==> src/rtl/ddr_rd_pkg.sv <==
// Shared types and constants for the DDR read splitter: response codes,
// controller state encoding and a constant-width helper.
package ddr_rd_pkg;

    localparam logic [1:0] RESP_OKAY = 2'd0;
    localparam logic [1:0] RESP_ERR  = 2'd3;

    typedef enum logic [1:0] {
        IDLE  = 2'd0,
        ISSUE = 2'd1,
        DRAIN = 2'd2,
        DONE  = 2'd3
    } state_t;

    // Ceiling log2, usable in localparam expressions.
    function automatic int clog2(input int value);
        int result;
        int v;
        result = 0;
        v      = value - 1;
        while (v > 0) begin
            result = result + 1;
            v      = v >> 1;
        end
        return result;
    endfunction

endpackage

==> src/rtl/ddr_read_splitter_if.sv <==
// Bundles the job request, datamover command/data/response and consumer
// data signals of the DDR read splitter into one interface.
interface ddr_read_splitter_if #(
    parameter int ADDR_WIDTH = 32,
    parameter int DATA_WIDTH = 64,
    parameter int SIZE_WIDTH = 16,
    parameter int LEN_WIDTH  = 32
);

    logic                  req_ready;
    logic                  req_valid;
    logic [ADDR_WIDTH-1:0] req_addr;
    logic [LEN_WIDTH-1:0]  req_len;

    logic                  ddr_rreq_ready;
    logic                  ddr_rreq_valid;
    logic [ADDR_WIDTH-1:0] ddr_rreq_addr;
    logic [SIZE_WIDTH-1:0] ddr_rreq_size;

    logic                  ddr_rdata_ready;
    logic                  ddr_rdata_valid;
    logic                  ddr_rdata_last;
    logic [DATA_WIDTH-1:0] ddr_rdata;

    logic                  ddr_rresp_valid;
    logic [1:0]            ddr_rresp;

    logic                  m_rdata_ready;
    logic                  m_rdata_valid;
    logic [DATA_WIDTH-1:0] m_rdata;
    logic                  m_rdata_last;

    logic                  done_valid;
    logic [1:0]            done_resp;
    logic                  busy;

    // The splitter itself.
    modport slave (
        output req_ready,
        input  req_valid, req_addr, req_len,
        input  ddr_rreq_ready,
        output ddr_rreq_valid, ddr_rreq_addr, ddr_rreq_size,
        output ddr_rdata_ready,
        input  ddr_rdata_valid, ddr_rdata_last, ddr_rdata,
        input  ddr_rresp_valid, ddr_rresp,
        input  m_rdata_ready,
        output m_rdata_valid, m_rdata, m_rdata_last,
        output done_valid, done_resp, busy
    );

    // The surrounding system: job source, datamover and data consumer.
    modport master (
        input  req_ready,
        output req_valid, req_addr, req_len,
        output ddr_rreq_ready,
        input  ddr_rreq_valid, ddr_rreq_addr, ddr_rreq_size,
        input  ddr_rdata_ready,
        output ddr_rdata_valid, ddr_rdata_last, ddr_rdata,
        output ddr_rresp_valid, ddr_rresp,
        output m_rdata_ready,
        input  m_rdata_valid, m_rdata, m_rdata_last,
        input  done_valid, done_resp, busy
    );

endinterface

==> src/rtl/ddr_rd_chunk_calc.sv <==
// Size of the next command: the remaining job length clipped to the distance
// from addr to the next CHUNK_BYTES boundary.
module ddr_rd_chunk_calc #(
    parameter int ADDR_WIDTH  = 32,
    parameter int LEN_WIDTH   = 32,
    parameter int SIZE_WIDTH  = 16,
    parameter int CHUNK_BYTES = 4096
) (
    input  logic [ADDR_WIDTH-1:0] addr,
    input  logic [LEN_WIDTH-1:0]  remaining,
    output logic [SIZE_WIDTH-1:0] size
);

    logic [ADDR_WIDTH-1:0] offset;
    logic [LEN_WIDTH-1:0]  room;

    always_comb begin
        offset = addr & ADDR_WIDTH'(CHUNK_BYTES - 1);
        room   = LEN_WIDTH'(CHUNK_BYTES) - LEN_WIDTH'(offset);
        // room never exceeds CHUNK_BYTES, which fits in SIZE_WIDTH
        if (remaining < room) begin
            size = SIZE_WIDTH'(remaining);
        end else begin
            size = SIZE_WIDTH'(room);
        end
    end

endmodule

==> src/rtl/ddr_read_splitter.sv <==
// Splits one byte-addressed read job into chunk-aligned datamover commands,
// limits commands in flight, and folds per-chunk results into one completion.
module ddr_read_splitter
    import ddr_rd_pkg::*;
#(
    parameter int ADDR_WIDTH      = 32,
    parameter int DATA_WIDTH      = 64,
    parameter int SIZE_WIDTH      = 16,
    parameter int LEN_WIDTH       = 32,
    parameter int CHUNK_BYTES     = 4096,
    parameter int MAX_OUTSTANDING = 4
) (
    input  logic               clk,
    input  logic               rst,
    ddr_read_splitter_if.slave bus
);

    localparam int CNT_W = LEN_WIDTH - clog2(CHUNK_BYTES) + 1;

    state_t                state_q, state_d;
    logic [ADDR_WIDTH-1:0] addr_q, addr_d;
    logic [LEN_WIDTH-1:0]  remaining_q, remaining_d;
    logic [CNT_W-1:0]      cmd_cnt_q, cmd_cnt_d;
    logic [CNT_W-1:0]      resp_cnt_q, resp_cnt_d;
    logic [CNT_W-1:0]      last_cnt_q, last_cnt_d;
    logic [1:0]            status_q, status_d;
    logic                  issue_done_q, issue_done_d;
    logic                  req_ready_q, req_ready_d;

    logic [SIZE_WIDTH-1:0] chunk_size;
    logic [CNT_W-1:0]      outstanding;
    logic                  job_active;
    logic                  cmd_valid;
    logic                  cmd_fire;
    logic                  resp_fire;
    logic                  last_fire;
    logic                  req_fire;

    ddr_rd_chunk_calc #(
        .ADDR_WIDTH (ADDR_WIDTH),
        .LEN_WIDTH  (LEN_WIDTH),
        .SIZE_WIDTH (SIZE_WIDTH),
        .CHUNK_BYTES(CHUNK_BYTES)
    ) u_chunk_calc (
        .addr     (addr_q),
        .remaining(remaining_q),
        .size     (chunk_size)
    );

    // Responses and last beats seen in IDLE belong to an abandoned job.
    always_comb begin
        job_active  = (state_q != IDLE);
        outstanding = cmd_cnt_q - resp_cnt_q;
        cmd_valid   = (state_q == ISSUE) && (outstanding < CNT_W'(MAX_OUTSTANDING));
        cmd_fire    = cmd_valid && bus.ddr_rreq_ready;
        resp_fire   = job_active && bus.ddr_rresp_valid;
        last_fire   = job_active && bus.ddr_rdata_valid && bus.m_rdata_ready
                      && bus.ddr_rdata_last;
        req_fire    = (state_q == IDLE) && req_ready_q && bus.req_valid;
    end

    always_comb begin
        state_d      = state_q;
        addr_d       = addr_q;
        remaining_d  = remaining_q;
        cmd_cnt_d    = cmd_cnt_q;
        resp_cnt_d   = resp_cnt_q;
        last_cnt_d   = last_cnt_q;
        status_d     = status_q;
        issue_done_d = issue_done_q;

        if (resp_fire) begin
            resp_cnt_d = resp_cnt_q + CNT_W'(1);
            status_d   = status_q | bus.ddr_rresp;
        end
        if (last_fire) begin
            last_cnt_d = last_cnt_q + CNT_W'(1);
        end

        unique case (state_q)
            IDLE: begin
                if (req_fire) begin
                    addr_d       = bus.req_addr;
                    remaining_d  = bus.req_len;
                    cmd_cnt_d    = '0;
                    resp_cnt_d   = '0;
                    last_cnt_d   = '0;
                    status_d     = RESP_OKAY;
                    issue_done_d = 1'b0;
                    state_d      = (bus.req_len == '0) ? DONE : ISSUE;
                end
            end
            ISSUE: begin
                if (cmd_fire) begin
                    addr_d      = addr_q + ADDR_WIDTH'(chunk_size);
                    remaining_d = remaining_q - LEN_WIDTH'(chunk_size);
                    cmd_cnt_d   = cmd_cnt_q + CNT_W'(1);
                    if (remaining_d == '0) begin
                        issue_done_d = 1'b1;
                        state_d      = DRAIN;
                    end
                end
            end
            DRAIN: begin
                if ((resp_cnt_q == cmd_cnt_q) && (last_cnt_q == cmd_cnt_q)) begin
                    state_d = DONE;
                end
            end
            DONE: begin
                state_d = IDLE;
            end
            default: begin
                state_d = IDLE;
            end
        endcase

        req_ready_d = (state_d == IDLE);
    end

    always_ff @(posedge clk or posedge rst) begin
        if (rst) begin
            state_q      <= IDLE;
            addr_q       <= '0;
            remaining_q  <= '0;
            cmd_cnt_q    <= '0;
            resp_cnt_q   <= '0;
            last_cnt_q   <= '0;
            status_q     <= RESP_OKAY;
            issue_done_q <= 1'b0;
            req_ready_q  <= 1'b0;
        end else begin
            state_q      <= state_d;
            addr_q       <= addr_d;
            remaining_q  <= remaining_d;
            cmd_cnt_q    <= cmd_cnt_d;
            resp_cnt_q   <= resp_cnt_d;
            last_cnt_q   <= last_cnt_d;
            status_q     <= status_d;
            issue_done_q <= issue_done_d;
            req_ready_q  <= req_ready_d;
        end
    end

    // Address and size come straight from state, so they hold while stalled.
    assign bus.req_ready      = req_ready_q;
    assign bus.ddr_rreq_valid = cmd_valid;
    assign bus.ddr_rreq_addr  = addr_q;
    assign bus.ddr_rreq_size  = chunk_size;

    assign bus.ddr_rdata_ready = bus.m_rdata_ready;
    assign bus.m_rdata_valid   = bus.ddr_rdata_valid;
    assign bus.m_rdata         = bus.ddr_rdata;
    assign bus.m_rdata_last    = bus.ddr_rdata_last && issue_done_q
                                 && ((last_cnt_q + CNT_W'(1)) == cmd_cnt_q);

    assign bus.done_valid = (state_q == DONE);
    assign bus.done_resp  = (state_q == DONE) ? status_q : RESP_OKAY;
    assign bus.busy       = job_active;

endmodule

==> src/flat_wrapper.sv <==
// flat-port wrapper written by rule: the top's interface ports become plain ports
module ddr_read_splitter_flat import ddr_rd_pkg::*;
#(
    parameter int ADDR_WIDTH      = 32,
    parameter int DATA_WIDTH      = 64,
    parameter int SIZE_WIDTH      = 16,
    parameter int LEN_WIDTH       = 32,
    parameter int CHUNK_BYTES     = 4096,
    parameter int MAX_OUTSTANDING = 4
)
  (clk, rst, bus_req_ready, bus_req_valid, bus_req_addr, bus_req_len, bus_ddr_rreq_ready, bus_ddr_rreq_valid, bus_ddr_rreq_addr, bus_ddr_rreq_size, bus_ddr_rdata_ready, bus_ddr_rdata_valid, bus_ddr_rdata_last, bus_ddr_rdata, bus_ddr_rresp_valid, bus_ddr_rresp, bus_m_rdata_ready, bus_m_rdata_valid, bus_m_rdata, bus_m_rdata_last, bus_done_valid, bus_done_resp, bus_busy);
  ddr_read_splitter_if #(.ADDR_WIDTH(ADDR_WIDTH), .DATA_WIDTH(DATA_WIDTH), .SIZE_WIDTH(SIZE_WIDTH), .LEN_WIDTH(LEN_WIDTH)) bus_i ();
  input  logic clk;
  input  logic rst;
  output wire logic [$bits(bus_i.req_ready)-1:0] bus_req_ready;
  input wire logic [$bits(bus_i.req_valid)-1:0] bus_req_valid;
  input wire logic [$bits(bus_i.req_addr)-1:0] bus_req_addr;
  input wire logic [$bits(bus_i.req_len)-1:0] bus_req_len;
  input wire logic [$bits(bus_i.ddr_rreq_ready)-1:0] bus_ddr_rreq_ready;
  output wire logic [$bits(bus_i.ddr_rreq_valid)-1:0] bus_ddr_rreq_valid;
  output wire logic [$bits(bus_i.ddr_rreq_addr)-1:0] bus_ddr_rreq_addr;
  output wire logic [$bits(bus_i.ddr_rreq_size)-1:0] bus_ddr_rreq_size;
  output wire logic [$bits(bus_i.ddr_rdata_ready)-1:0] bus_ddr_rdata_ready;
  input wire logic [$bits(bus_i.ddr_rdata_valid)-1:0] bus_ddr_rdata_valid;
  input wire logic [$bits(bus_i.ddr_rdata_last)-1:0] bus_ddr_rdata_last;
  input wire logic [$bits(bus_i.ddr_rdata)-1:0] bus_ddr_rdata;
  input wire logic [$bits(bus_i.ddr_rresp_valid)-1:0] bus_ddr_rresp_valid;
  input wire logic [$bits(bus_i.ddr_rresp)-1:0] bus_ddr_rresp;
  input wire logic [$bits(bus_i.m_rdata_ready)-1:0] bus_m_rdata_ready;
  output wire logic [$bits(bus_i.m_rdata_valid)-1:0] bus_m_rdata_valid;
  output wire logic [$bits(bus_i.m_rdata)-1:0] bus_m_rdata;
  output wire logic [$bits(bus_i.m_rdata_last)-1:0] bus_m_rdata_last;
  output wire logic [$bits(bus_i.done_valid)-1:0] bus_done_valid;
  output wire logic [$bits(bus_i.done_resp)-1:0] bus_done_resp;
  output wire logic [$bits(bus_i.busy)-1:0] bus_busy;
  assign bus_req_ready = bus_i.req_ready;
  assign bus_i.req_valid = bus_req_valid;
  assign bus_i.req_addr = bus_req_addr;
  assign bus_i.req_len = bus_req_len;
  assign bus_i.ddr_rreq_ready = bus_ddr_rreq_ready;
  assign bus_ddr_rreq_valid = bus_i.ddr_rreq_valid;
  assign bus_ddr_rreq_addr = bus_i.ddr_rreq_addr;
  assign bus_ddr_rreq_size = bus_i.ddr_rreq_size;
  assign bus_ddr_rdata_ready = bus_i.ddr_rdata_ready;
  assign bus_i.ddr_rdata_valid = bus_ddr_rdata_valid;
  assign bus_i.ddr_rdata_last = bus_ddr_rdata_last;
  assign bus_i.ddr_rdata = bus_ddr_rdata;
  assign bus_i.ddr_rresp_valid = bus_ddr_rresp_valid;
  assign bus_i.ddr_rresp = bus_ddr_rresp;
  assign bus_i.m_rdata_ready = bus_m_rdata_ready;
  assign bus_m_rdata_valid = bus_i.m_rdata_valid;
  assign bus_m_rdata = bus_i.m_rdata;
  assign bus_m_rdata_last = bus_i.m_rdata_last;
  assign bus_done_valid = bus_i.done_valid;
  assign bus_done_resp = bus_i.done_resp;
  assign bus_busy = bus_i.busy;
  ddr_read_splitter #(.ADDR_WIDTH(ADDR_WIDTH), .DATA_WIDTH(DATA_WIDTH), .SIZE_WIDTH(SIZE_WIDTH), .LEN_WIDTH(LEN_WIDTH), .CHUNK_BYTES(CHUNK_BYTES), .MAX_OUTSTANDING(MAX_OUTSTANDING)) u_core (.clk(clk), .rst(rst), .bus(bus_i));
endmodule
==> config.mk <==
export PLATFORM = sky130hd
export DESIGN_NAME = ddr_read_splitter_flat
export DESIGN_NICKNAME = d
export VERILOG_FILES = /design/src/rtl/ddr_rd_pkg.sv /design/src/rtl/ddr_read_splitter_if.sv /design/src/rtl/ddr_rd_chunk_calc.sv /design/src/rtl/ddr_read_splitter.sv /design/src/flat_wrapper.sv
export SDC_FILE = /design/constraint.sdc
export NUM_CORES = 1
export LEC_CHECK = 0
export CORE_AREA = 2 2 198 200
export CTS_CLUSTER_SIZE = 10
export DETAILED_ROUTE_END_ITERATION = 10
export DIE_AREA = 0 0 200 202
export HOLD_SLACK_MARGIN = 0.1
export SYNTH_ARGS = -nofsm -noshare
export SYNTH_HDL_FRONTEND = slang
export SYNTH_SLANG_ARGS = --single-unit
==> constraint.sdc <==
create_clock -name clk -period 6.05 [get_ports clk]
set_input_delay 1.21 -clock clk [delete_from_list [all_inputs] [get_ports clk]]
set_output_delay 1.21 -clock clk [all_outputs]
set_load 0.02 [all_outputs]
# Word level (Yosys, flattened, before mapping)

Index checks and enable logic that the tools add are counted.

Bits in registers: 133
Input port bits: 138
Output and inout port bits: 121

Add/subtract/negate cells: 7
Order comparisons: 2
Eq/ne operators: 9
Muxes and demuxes: 30
Bitwise gates (word level): 1
Reductions and logical operators: 19

Operators with widths:

| operator                                               | number |
|---|---|
| 2-to-1 mux 21 bit                                      | 8 |
| 2-to-1 mux 32 bit                                      | 4 |
| one-hot mux 32 bit (2 select lines)                    | 2 |
| zero test 32 bit                                       | 2 |
| adder 21 x 1 -> 21 bit (second input constant)         | 3 |
| equality test 21 bit                                   | 3 |
| one-hot mux 21 bit (2 select lines)                    | 1 |
| adder 32 x 16 -> 32 bit                                | 1 |
| < comparator 32 bit                                    | 1 |
| subtractor 32 x 16 -> 32 bit                           | 1 |
| < comparator 21 x 3 -> 1 bit (second input constant)   | 1 |
| subtractor 21 bit                                      | 1 |
| 2-to-1 mux 2 bit                                       | 9 |
| 2-to-1 mux 16 bit                                      | 1 |
| subtractor 13 x 12 -> 14 bit (first input constant)    | 1 |
| logical AND 1 bit                                      | 11 |
| one-hot mux 2 bit (4 select lines)                     | 1 |
| equality test 2 bit (second input constant)            | 2 |
| zero test 2 bit                                        | 2 |
| inequality test 2 x 1 -> 1 bit (second input constant) | 2 |
| AND reduction 4 bit                                    | 1 |
| nonzero test 2 bit                                     | 2 |
| 2-to-1 mux 1 bit                                       | 3 |
| AND reduction 3 bit                                    | 1 |
| 4 further kinds                                        | 4 |

# Depth between registers and ports, before layout

Gate-level depths: netlist of the first run.

Depth after elaboration: 9
Mapped depth: 27

# Hierarchy

Synthesis of the first run repeated with hierarchy kept, for this count alone.

Cells, all modules: 1511
Area total of the unflattened synthesis: 11785.1 um2

By module, submodules not included:

| module            | times used | cells each | area an instance (um2) | seq. area each (um2) |
|---|---|---|---|---|
| ddr_read_splitter | 1          | 1410       | 11063.1                | 3328.2 |
| ddr_rd_chunk_calc | 1          | 101        | 721.9                  | 0.0 |

# Least setup slack after synthesis of the first run

No wires, ideal clock.

Kind: reg-to-reg
Start: reg u_core.addr_q[4] (netlist: u_core.bus.ddr_rreq_addr[4])
End: reg u_core.state_q[0]
Setup time: 0.120 ns
Arrival: 5.975 ns
Setup slack: -0.045 ns
Cell stages (with the launch flop): 28
Path buffers: 1
Path through: dfrtp_1 > nor3_1 > nand2b_1 > nor4_1 > nor3b_1 > xnor2_1 > inv_1 > ha_1 > o21ai_0 > nand2b_1 > a21oi_1 > a21oi_1 > o2111ai_1 > nand4_1 > clkbuf_1 > mux2i_1 > ha_1 > inv_1 > fa_1 > a21o_1 > o2bb2ai_1 > o21a_1 > or3_1 > a211oi_1 > and4b_1 > and4_1 > nand2b_1 > and3_1

Longest elaborated chain between the ends: 8

Ends and longest elaborated chain:

| element                            | line                     | RTL |
|---|---|---|
| start, declared                    | ddr_read_splitter.sv:21  | `logic [ADDR_WIDTH-1:0] addr_q, addr_d;` |
| start signal, assigned             | ddr_read_splitter.sv:133 | `addr_q <= addr_d;` |
| subtractor 13 x 12 -> 14 bit       | ddr_rd_chunk_calc.sv:19  | `room = LEN_WIDTH'(CHUNK_BYTES) - LEN_WIDTH'(offset);` |
| < comparator 32 bit                | ddr_rd_chunk_calc.sv:21  | `if (remaining < room) begin` |
| 2-to-1 mux 16 bit                  | ddr_rd_chunk_calc.sv:21  |  |
| named net bus_ddr_rreq_size[0]     | flat_wrapper.sv:22       | `output wire logic [$bits(bus_i.ddr_rreq_size)-1:0] bus_ddr_rreq_size;` |
| subtractor 32 x 16 -> 32 bit       | ddr_read_splitter.sv:96  | `remaining_d = remaining_q - LEN_WIDTH'(chunk_size);` |
| zero test 32 bit                   | ddr_read_splitter.sv:98  | `if (remaining_d == '0) begin` |
| 2-to-1 mux 2 bit                   | ddr_read_splitter.sv:98  |  |
| 2-to-1 mux 2 bit                   | ddr_read_splitter.sv:94  | `if (cmd_fire) begin` |
| one-hot mux 2 bit (4 select lines) | ddr_read_splitter.sv:80  | `unique case (state_q)` |
| named net u_core.state_d[0]        | ddr_read_splitter.sv:20  | `state_t state_q, state_d;` |
| end signal, assigned               | ddr_read_splitter.sv:132 | `state_q <= state_d;` |
| end, declared                      | ddr_read_splitter.sv:20  |  |

The timed path passes the listed nets, and every way through them passes these cells.
A chain may end at the register's enable or synchronous reset.

# Final worst setup path of the first run

Start: reg u_core.addr_q[0] (netlist: u_core.bus.ddr_rreq_addr[0])
End: reg u_core.addr_q[22] (netlist: u_core.bus.ddr_rreq_addr[22])

Longest elaborated chain between the ends: 6

Ends and longest elaborated chain:

| element                               | line                    | RTL |
|---|---|---|
| subtractor 13 x 12 -> 14 bit          | ddr_rd_chunk_calc.sv:19 |  |
| < comparator 32 bit                   | ddr_rd_chunk_calc.sv:21 |  |
| 2-to-1 mux 16 bit                     | ddr_rd_chunk_calc.sv:21 |  |
| adder 32 x 16 -> 32 bit *             | ddr_read_splitter.sv:95 | `addr_d = addr_q + ADDR_WIDTH'(chunk_size);` |
| 2-to-1 mux 32 bit *                   | ddr_read_splitter.sv:94 |  |
| one-hot mux 32 bit (2 select lines) * | ddr_read_splitter.sv:80 |  |

Every way passes the cells marked *; elsewhere a longest branch is shown, timed or not. The select of a mux whose other input is x is not followed.

==> flow_metrics.py, run 1 <==
metrics = {
    "power": {
        "power.internal_uw": 3690,
        "swShare_pct": 46.4,
        "power_frac_seq_pct": 20.6,
        "combPwrFrac_pct": 62.3,
        "p_leak_uw": 0.00613,
        "power_uw": 6880,
        "powerDensity_mw_per_mm2": 483,
        "pwr-share-clk_pct": 17.1,
        "ir_worst_vdd_uv": 260,
        "switchingPower_uw": 3190,
    },
    "sta": {
        "max-slew-margin-rel_pct": 27.0,
        "fin_hold_ws_ns": 0.501,
        "period_share_pct": 94.9,
        "skew_ns": 0.0118,
        "fmax_mhz": 174,
        "finalMaxSlewViolations": 0,
        "worst_pin_slew_ns": 1.09,
        "fin_crit_ns": 5.74,
        "setup_viol": 0,
        "hold_violations": 0,
    },
    "global_route": {
        "grt_usage_pct": 19.6,
        "grt_pass1_wl_mm": 62.2,
        "antenna_found_initial": 0,
        "grt_max_degree": 98,
        "overflow": 0,
        "grt_pass1_vias": 11084,
    },
    "synth": {
        "synth_cells": 1486,
        "ys_types": 77,
        "avgSynthCellArea_um2": 8.12,
        "yosysSeqAreaShare_pct": 27.6,
        "synthArstFlopShare_pct": 100,
        "synthTopCellsByArea": "dfrtp_1 28%, ha_1 6.7%, buf_4 4.4%, nor2_1 3.9%, xnor2_1 3.8%",
        "yosysTopAreaCellShare_pct": 27.6,
        "synth_edf_count": 0,
        "synth_top_family_by_area": "simple AND/OR/NAND/NOR gates",
        "yosysMostFrequentCell": "dfrtp_1",
        "synth_adder_area_share_pct": 7.08,
        "yosysWarnings": 0,
        "synth_xor_area_share_pct": 7.33,
        "synthesis.area_mm2": 0.0121,
        "yosys_most_used_dff": "dfrtp_1",
        "yosys.area_share.simple_pct": 24.1,
        "synth_top_cell_by_area": "dfrtp_1",
        "synth-compound-area-share_pct": 20.0,
        "yosys-top-cells-count": "133 x dfrtp_1, 124 x nor2_1, 112 x nand2_1, 90 x a21oi_1, 77 x o21ai_0",
        "synth_seq_cells": 133,
        "synthMuxAreaShare_pct": 5.30,
    },
    "worst_setup_path": {
        "criticalPathCategory": "reg -> reg",
        "reg2reg_depth": 22,
        "cp.depth": 22,
        "cp.required_ns": 6.37,
        "crit_path_end_kind": "flip-flop",
        "crit_chain": "inv_1 -> ha_1 -> inv_1 -> or4_4 -> nor3b_2 -> inv_1 -> ha_1 -> a2111oi_0 -> nand4_1 -> buf_4 -> mux2i_4 -> ha_1 -> fa_1 -> a21oi_1 -> nor2b_1 -> a311o_1 -> a41oi_2 -> a21oi_2 -> a21o_1 -> a311oi_1 -> a2111oi_0 -> or3_1",
        "startpoint_type": "flip-flop",
        "slowest_delay_ns": 0.54,
        "cp_max_fo": 4,
        "arrival_ns": 6.06,
        "cp_top_family": "compound AO/OA/AOI/OAI gates",
        "crit_slowest_cell": "or4_4",
        "cp_num_buf_inv": 4,
    },
    "placed_design": {
        "place.gp.congestion": 0.935,
        "dpl_cell_area_mm2": 0.0135,
        "io_buffers": 127,
        "place.detailed.hpwl_mm": 29.7,
        "place_inst": 2034,
    },
    "cells_and_area": {
        "layout-area-overhead-vs-synth_pct": 18.1,
        "regArea_mm2": 0.00333,
        "nNetsFinal": 1742,
        "final_cell_area_mm2": 0.0142,
        "diodes": 0,
        "nFillCells": 3946,
        "final_cells": 2068,
        "multi_input_area_mm2": 0.00785,
        "drive_gt1_share_pct": 8.90,
    },
    "run_status": {
        "status": "finished, final reports clean",
    },
    "floorplan": {
        "io-pin-count": 259,
        "start_util_pct": 31.5,
        "die_width_um": 200,
        "die_y_um": 202,
        "core_mm2": 0.0383,
        "die-area_mm2": 0.0404,
        "std_cell_rows": 72,
    },
    "cts": {
        "cts-buffers-inserted": 17,
        "clock_latency_ns": 0.45,
        "ctsHtreeMaxLevel": 4,
        "clk_path_buf_depth": 2,
        "cts_root_buffer": "clkbuf_16",
        "cts_tree": "built",
        "clock-sinks": 133,
        "path_clk_slew_ns": 0.06,
    },
    "route": {
        "via_count": 11538,
        "drc": 0,
        "via_per_inst": 5.58,
        "avgRoutedWirePerCell_um": 19.1,
        "drt-initial-drc-count": 796,
        "drt_wl_total_mm": 39.4,
        "antenna_left": 0,
        "drt_first_pass_iters": 6,
    },
    "flow_run": {
        "drv_cap": 0,
    },
    "worst_hold_path": {
        "hp-class": "reg -> reg",
        "whs_path_depth": 2,
    },
}
[worst reg2reg max path, stage by stage, from the launching register on]
cell       delay [ns]
dfrtp_1          0.38
inv_1            0.14
ha_1             0.21
inv_1            0.07
or4_4            0.54
nor3b_2          0.23
inv_1            0.07
ha_1             0.29
a2111oi_0        0.41
nand4_1          0.15
buf_4            0.21
mux2i_4          0.20
ha_1             0.22
fa_1             0.42
a21oi_1          0.15
nor2b_1          0.08
a311o_1          0.43
a41oi_2          0.29
a21oi_2          0.11
a21o_1           0.28
a311oi_1         0.26
a2111oi_0        0.08
or3_1            0.37
[per-stage QoR]
| step | utilization, % | worst slack, ns | TNS (ns) |
|---|---|---|---|
| floorplan | - | 0.0755 | 0 |
| detailed placement | 35.2 | 0.0843 | 0 |
| CTS | 36.9 | 0.0441 | 0 |
| finish | 37.2 | 0.311 | 0 |
| global route | 37.2 | -0.0506 | -0.188 |
| global placement | 35.2 | 0.197 | 0 |
[path summary, 6_finish.rpt]
kind	start	to	slack [ns]
max reg2reg	u_core.bus.ddr_rreq_addr[0]	u_core.bus.ddr_rreq_addr[22]	0.31
max	u_core.bus.ddr_rreq_addr[0]	u_core.bus.ddr_rreq_addr[22]	0.31
max in group asynchronous	rst	u_core.last_cnt_q[10]	3.66
min	u_core.status_q[0]	u_core.status_q[0]	0.50
min reg2reg	u_core.status_q[0]	u_core.status_q[0]	0.50
min in group asynchronous	rst	u_core.bus.ddr_rreq_addr[20]	1.35
[placed cells by master (no fill, tap or decap), types with 47 or more instances in the layout]
master	synthesis	routed
nor2_1	124	123
a21oi_1	90	89
xnor2_1	53	53
dfrtp_1	133	133
clkdlybuf4s50_1	0	127
nand3_1	70	69
o21ai_0	77	76
inv_1	64	63
nand2_1	112	112
xor2_1	48	47
ha_1	65	64
[layer usage]
layer / up-vias / part of all wire [%] / track usage [%]
met5: - / 0 / 0
met4: 0 / 1.3 / 4.47
met3: 45 / 5.9 / 4.00
met2: 380 / 48 / 32.0
met1: 5610 / 45 / 26.5
li1: 5503 / - / -
[cell type report]
type	count	area share [%]
clock buffers	22	3.40
clock inverters	10	1.19
inverters	64	1.72
multi-input cells	1161	55.1
flip-flops and latches	133	23.4
well taps	518	4.55
repair buffers	160	10.7
[what timing repair did]
| item | 4_1_cts | 5_1_grt |
|---|---|---|
| buffers inserted | 0 | 2 |
| resized for setup | 0 | 22 |
| hold buffers | 0 | 0 |
| endpoints found under the setup margin | 0 | 52 |
[kinds of logic after synthesis]
group | Yosys count
and+or+nand+nor | 563
adders and majority gates | 67
buffers and inverters | 197
muxes | 60
AOI/OAI and AO/OA | 364
DFF | 133
other | 1
xor gates and xnor gates | 101
[registers in the layout, summed over array words and instances, names as in the netlist]
signal / flops
u_core.bus.req_ready: 1
u_core.issue_done_q: 1
u_core.status_q: 2
u_core.remaining_q: 32
u_core.bus.ddr_rreq_addr: 32
u_core.resp_cnt_q: 21
u_core.last_cnt_q: 21
u_core.cmd_cnt_q: 21
u_core.state_q: 2
[power by group through the flow]
stage               logic, uW  registers (uW)  clock network, uW
floorplan                2900            1410                  0
global placement         4080            1420                  0
detailed placement       4130            1420                  0
CTS                      4160            1400               1200
global route             4700            1450               1230
finish                   4290            1420               1180
(Power assumes the default switching activity.)
==> run 2, diff against run 1 <==
- SETUP_SLACK_MARGIN: not set -> 0.02
==> flow_metrics.py, run 2 (same netlist as run 1, synthesis figures left out) <==
metrics = {
    "global_route": {
        "grt_pass1_wl_mm": 62.2,
        "grt_max_degree": 98,
        "grt_usage_pct": 19.6,
        "grt_pass1_vias": 11084,
        "antenna_found_initial": 0,
        "overflow": 0,
    },
    "sta": {
        "fin_crit_ns": 5.73,
        "period_share_pct": 94.7,
        "finalMaxSlewViolations": 0,
        "setup_viol": 0,
        "skew_ns": 0.0128,
        "worst_pin_slew_ns": 1.11,
        "max-slew-margin-rel_pct": 25.0,
        "hold_violations": 0,
        "fmax_mhz": 175,
    },
    "cells_and_area": {
        "final_cell_mix": "133 x dfrtp_1, 127 x clkdlybuf4s50_1, 123 x nor2_1, 112 x nand2_1, 89 x a21oi_1",
        "regArea_mm2": 0.00333,
        "diodes": 0,
        "final_common_cell": "dfrtp_1",
        "multi_input_area_mm2": 0.00785,
        "drive_gt1_share_pct": 8.97,
        "nNetsFinal": 1742,
        "layout-area-overhead-vs-synth_pct": 18.1,
        "nFillCells": 3945,
        "final_cells": 2068,
        "final_cell_area_mm2": 0.0142,
    },
    "floorplan": {
        "die-area_mm2": 0.0404,
        "start_util_pct": 31.5,
        "die_y_um": 202,
        "std_cell_rows": 72,
        "io-pin-count": 259,
        "core_mm2": 0.0383,
        "die_width_um": 200,
    },
    "cts": {
        "cts-buffers-inserted": 17,
        "cts_tree": "built",
        "cts_hold_buf": 0,
        "clock_latency_ns": 0.45,
        "clk_path_buf_depth": 2,
        "clock-sinks": 133,
        "cts_root_buffer": "clkbuf_16",
        "ctsHtreeMaxLevel": 4,
        "path_clk_slew_ns": 0.06,
    },
    "placed_design": {
        "place.gp.congestion": 0.935,
        "place.detailed.hpwl_mm": 29.7,
        "dpl_cell_area_mm2": 0.0135,
        "io_buffers": 127,
        "place_inst": 2034,
    },
    "route": {
        "drc": 0,
        "antenna_left": 0,
        "drt_wl_total_mm": 39.5,
        "via_per_inst": 5.57,
        "drt_first_pass_iters": 6,
        "via_count": 11524,
        "drt-initial-drc-count": 797,
        "avgRoutedWirePerCell_um": 19.1,
    },
    "run_status": {
        "status": "finished, final reports clean",
    },
    "power": {
        "p_leak_uw": 0.00613,
        "powerDensity_mw_per_mm2": 483,
        "ir_worst_vdd_uv": 261,
    },
    "worst_setup_path": {
        "arrival_ns": 6.05,
        "startpoint_type": "flip-flop",
        "crit_chain": "inv_1 -> ha_2 -> inv_1 -> or4_4 -> nor3b_2 -> inv_1 -> ha_1 -> a2111oi_0 -> nand4_1 -> buf_4 -> mux2i_4 -> ha_1 -> fa_1 -> a21oi_1 -> nor2b_1 -> a311o_1 -> a41oi_2 -> a21oi_2 -> a21o_1 -> a311oi_1 -> a2111oi_0 -> or3_1",
        "criticalPathCategory": "reg -> reg",
        "slowest_delay_ns": 0.54,
        "cp.required_ns": 6.37,
        "crit_slowest_cell": "or4_4",
        "cp_max_fo": 4,
        "crit_path_end_kind": "flip-flop",
        "crit_path_frequent_cell": "inv_1",
    },
    "worst_hold_path": {
        "hp-class": "reg -> reg",
    },
    "flow_run": {
        "drv_cap": 0,
    },
}
-- run 2: metal layers --
layer  track usage, %  vias to the layer above  share of wire, %
met4             4.47                        0               1.2
met5                0                        -                 0
met2             32.0                      373                48
met3             4.00                       41               5.8
met1             26.5                     5608                45
li1                 -                     5502                 -
-- run 2: per-stage QoR --
stage / worst slack (ns) / utilization, % / total power, uW / setup TNS (ns) / hold slack (ns)
after floorplan: 0.0755 / - / 4300 / 0 / 0.456
after global placement: 0.197 / 35.2 / 5490 / 0 / 0.470
after detailed placement: 0.0843 / 35.2 / 5540 / 0 / 0.497
after CTS: 0.0441 / 36.9 / 6760 / 0 / 0.502
after global routing: -0.0302 / 37.2 / 7390 / -0.0699 / 0.536
final: 0.320 / 37.2 / 6880 / 0 / 0.502
-- run 2: cell type report --
| type | count | area share (%) |
|---|---|---|
| multi-input combinational | 1161 | 55.1 |
| tap | 518 | 4.55 |
| clock buffer | 22 | 3.40 |
| timing repair buffer | 160 | 10.7 |
| sequential | 133 | 23.4 |
| clock inverter | 10 | 1.19 |
| inverter | 64 | 1.72 |
-- run 2: power breakdown --
| part | switching (uW) | leakage [uW] | total (uW) | internal, uW |
|---|---|---|---|---|
| sequential | 324 | 0.00169 | 1420 | 1090 |
| combinational | 2430 | 0.00411 | 4290 | 1860 |
| clock | 438 | 0.000321 | 1180 | 737 |
| total | 3190 | 0.00613 | 6880 | 3690 |
-- run 2: final timing paths --
| check | startpoint | end | slack [ns] | cells after the start |
|---|---|---|---|---|
| min in group asynchronous | rst | u_core.bus.ddr_rreq_addr[20] | 1.35 | 2 |
| setup reg to reg | u_core.bus.ddr_rreq_addr[0] | u_core.bus.ddr_rreq_addr[22] | 0.32 | 22 |
| max in group asynchronous | rst | u_core.last_cnt_q[10] | 3.66 | 3 |
| setup / recovery | u_core.bus.ddr_rreq_addr[0] | u_core.bus.ddr_rreq_addr[22] | 0.32 | 22 |
| hold / removal | u_core.status_q[0] | u_core.status_q[0] | 0.50 | 2 |
| hold reg to reg | u_core.status_q[0] | u_core.status_q[0] | 0.50 | 2 |
-- run 2: repair_timing --
item | in CTS | in global routing
setup endpoints to repair | 0 | 56
resized for setup | 0 | 23
buffers inserted | 0 | 2
-- run 2: critical path: cells and delay by family, from the launching register on --
family / cells / cell delay [ns]
multiplexers: 1 / 0.20
AND/OR/NAND/NOR: 5 / 1.37
AO/OA/AOI/OAI: 8 / 2.01
flip-flops: 1 / 0.38
adder cells (fa/ha/maj): 4 / 1.14
buffers and inverters: 4 / 0.48
==> edit: new RTL, flow settings as in run 1 <==
The 4 states of `state_t` get a one-hot encoding in 4 bits.
--- a/src/rtl/ddr_rd_pkg.sv
+++ b/src/rtl/ddr_rd_pkg.sv
@@ -7,7 +7,7 @@
 
-    typedef enum logic [1:0] {
-        IDLE  = 2'd0,
-        ISSUE = 2'd1,
-        DRAIN = 2'd2,
-        DONE  = 2'd3
+    typedef enum logic [3:0] {
+        IDLE  = 4'b0001,
+        ISSUE = 4'b0010,
+        DRAIN = 4'b0100,
+        DONE  = 4'b1000
     } state_t;
Behaviour: no difference found for any inputs over 4 cycles, from zero or initial values and one cycle with rst high; so few cycles prove little.
==> edit against run 1 <==
Die area unchanged. Total power increased by 8.8%. Worst setup slack got worse by 0.30 ns. Sequential power increased by 4%. Wire length decreased by 6.5%. First-iteration DRC count increased by 4.3%. Area after synthesis decreased by 2.7%. Worst hold slack improved by 0.0043 ns. Core utilization increased by 0.64 points. Design area increased by 1.7%. Sequential cell count increased by 2. Critical path type unchanged. Largest power group unchanged. Highest routed layer unchanged.
==> edit: results (changes against run 1) <==
{| class="wikitable"
! Metric !! Value
|-
| Run status || complete, no violations
|-
| Via count of the first global-routing pass || 10580 (-4.5%)
|-
| Register area || 3382 µm² (+1.6%)
|-
| Placed cell areas || 13470 µm² (about the same)
|-
| Number of synthesized flops with an enable pin || 0 (unchanged)
|-
| Final net count || 1732 (-0.57%)
|-
| Destination of the worst hold path || u_core.status_q[1]
|-
| Syn_area_per_cell || 8.249 µm² (+1.6%)
|-
| Buffers on Ports || 127 (unchanged)
|-
| Count of plain and timing-repair buffers || 212 (+33%)
|-
| Overall global routing resource usage || 17.96% (-1.6 points)
|-
| Actual transition at the worst max-transition pin || 1.185 ns (+0.09953 ns)
|-
| Via count normalized by instance count || 5.381 (-3.5%)
|-
| Endpoint of the worst-slack reg-to-reg timing path || u_core.state_q[1]
|-
| Clock skew || 0.01576 ns (+0.003921 ns)
|-
| Top cells by area in the synthesized netlist || dfrtp_1 (29%), ha_1 (6.9%), xnor2_1 (4.8%), buf_4 (4.7%), nor2_1 (4.2%)
|-
| Final HPWL DP || 27.01 mm (-8.9%)
|-
| Inverters excl. clock || 59 (-7.8%)
|-
| Worst-case hold slack || 0.5051 ns (+0.004338 ns)
|-
| Total area of multi-input combinational cells || 7702 µm² (-1.9%)
|-
| Wire length of the first global-routing pass || 57.24 mm (-7.9%)
|-
| Share of post-route cells with drive strength above 1 || 14.48% (+5.6 points)
|-
| Count of TritonRoute iterations in the first routing pass || 5 (-1)
|-
| Sequential element share of the synthesized area || 28.81% (+1.2 points)
|-
| Multi-input combinational cell count || 1102 (-5.1%)
|-
| Register-to-register path setup slack || 0.007 ns (-0.30 ns)
|-
| Biggest cell delay along the critical path || 0.44 ns (-0.10 ns)
|-
| Number of unique standard cell types used by synthesis || 83 (+7.8%)
|-
| Total Routed Length || 36.89 mm (-6.5%)
|-
| Start point of the worst hold path || u_core.status_q[1]
|-
| Highest fanout seen on the critical path || 5 (+1)
|-
| Max stage delay cell, worst path || a2111o_1
|-
| Largest net degree at the start of global routing || 103 (+5.1%)
|-
| Placed Cells incl. Taps || 2010 (-1.2%)
|-
| Largest voltage drop on the vdd net || 0.3666 mV (+41%)
|-
| Most used standard cells in the synthesized netlist || dfrtp_1 (134), nor2_1 (132), nand2_1 (111)
|-
| DRC violation total after the first TritonRoute iteration || 830 (+4.3%)
|-
| Arrival time worst endpoint || 6.34 ns (+0.28 ns)
|-
| Detailed-route wire length per cell || 17.92 µm (-6.0%)
|-
| Clock buffer and inverter area fraction after layout || 4.197% (-0.39 points)
|-
| Clock buffer cells || 20 (-9.1%)
|-
| Non-clock buffer share of cell area || 13.26% (+2.6 points)
|}
edit: cell count changes in the layout (fill, tap and decap cells not counted), moves of 8 or more:
cell / before / now
o21ai_0: 76 / 66
a2bb2oi_1: 2 / 13
a211oi_1: 17 / 9
and2_1: 17 / 8
nand4_1: 31 / 23
nor4_1: 26 / 18
o22ai_1: 6 / 17
nor3b_1: 9 / 1
mux2i_1: 28 / 20
nor3_1: 42 / 29
buf_4: 33 / 83
edit: logic make-up after synthesis:
logic type | count (synthesis) | share of synthesized area, %
multiplexers | 59 | 5.429
AO/OA/AOI/OAI | 346 | 19.22
AND/OR/NAND/NOR | 504 | 21.63
other | 1 | 0.03197
flip-flops | 135 | 28.81
XOR/XNOR | 120 | 8.960
adder cells (fa/ha/maj) | 67 | 7.275
buffers and inverters | 190 | 8.640
edit: stage by stage:
step / setup WS, ns / power (W)
detailed placement: -0.1062 / 0.005919
finish: 0.007100 / 0.007488
global placement: -0.07046 / 0.005892
CTS: 0.02804 / 0.007098
global route: -0.3969 / 0.008043
floorplan: 0.02320 / 0.004353
edit: where the power goes:
group	total (W)	switching, W	leakage, nW	internal (W)
clock network	0.00110	0.000430	0.296	0.000669
logic	0.00491	0.00259	4.17	0.00232
registers	0.00148	0.000332	1.71	0.00115
edit: what timing repair did:
action | CTS | global route
gates resized for setup | 7 | 48
setup buffers | 1 | 15
pin swaps | 1 | 24
endpoints found under the hold margin | 0 | 0
endpoints found under the setup margin | 11 | 24
edit: per-layer routing:
layer  wire, µm  vias up  global-route usage (%)
met3       1950       42                   3.854
li1           -     5287                       -
met2      17500      323                   29.35
met4        815        0                   5.079
met5          0        -                       0
met1      16620     5423                   23.79
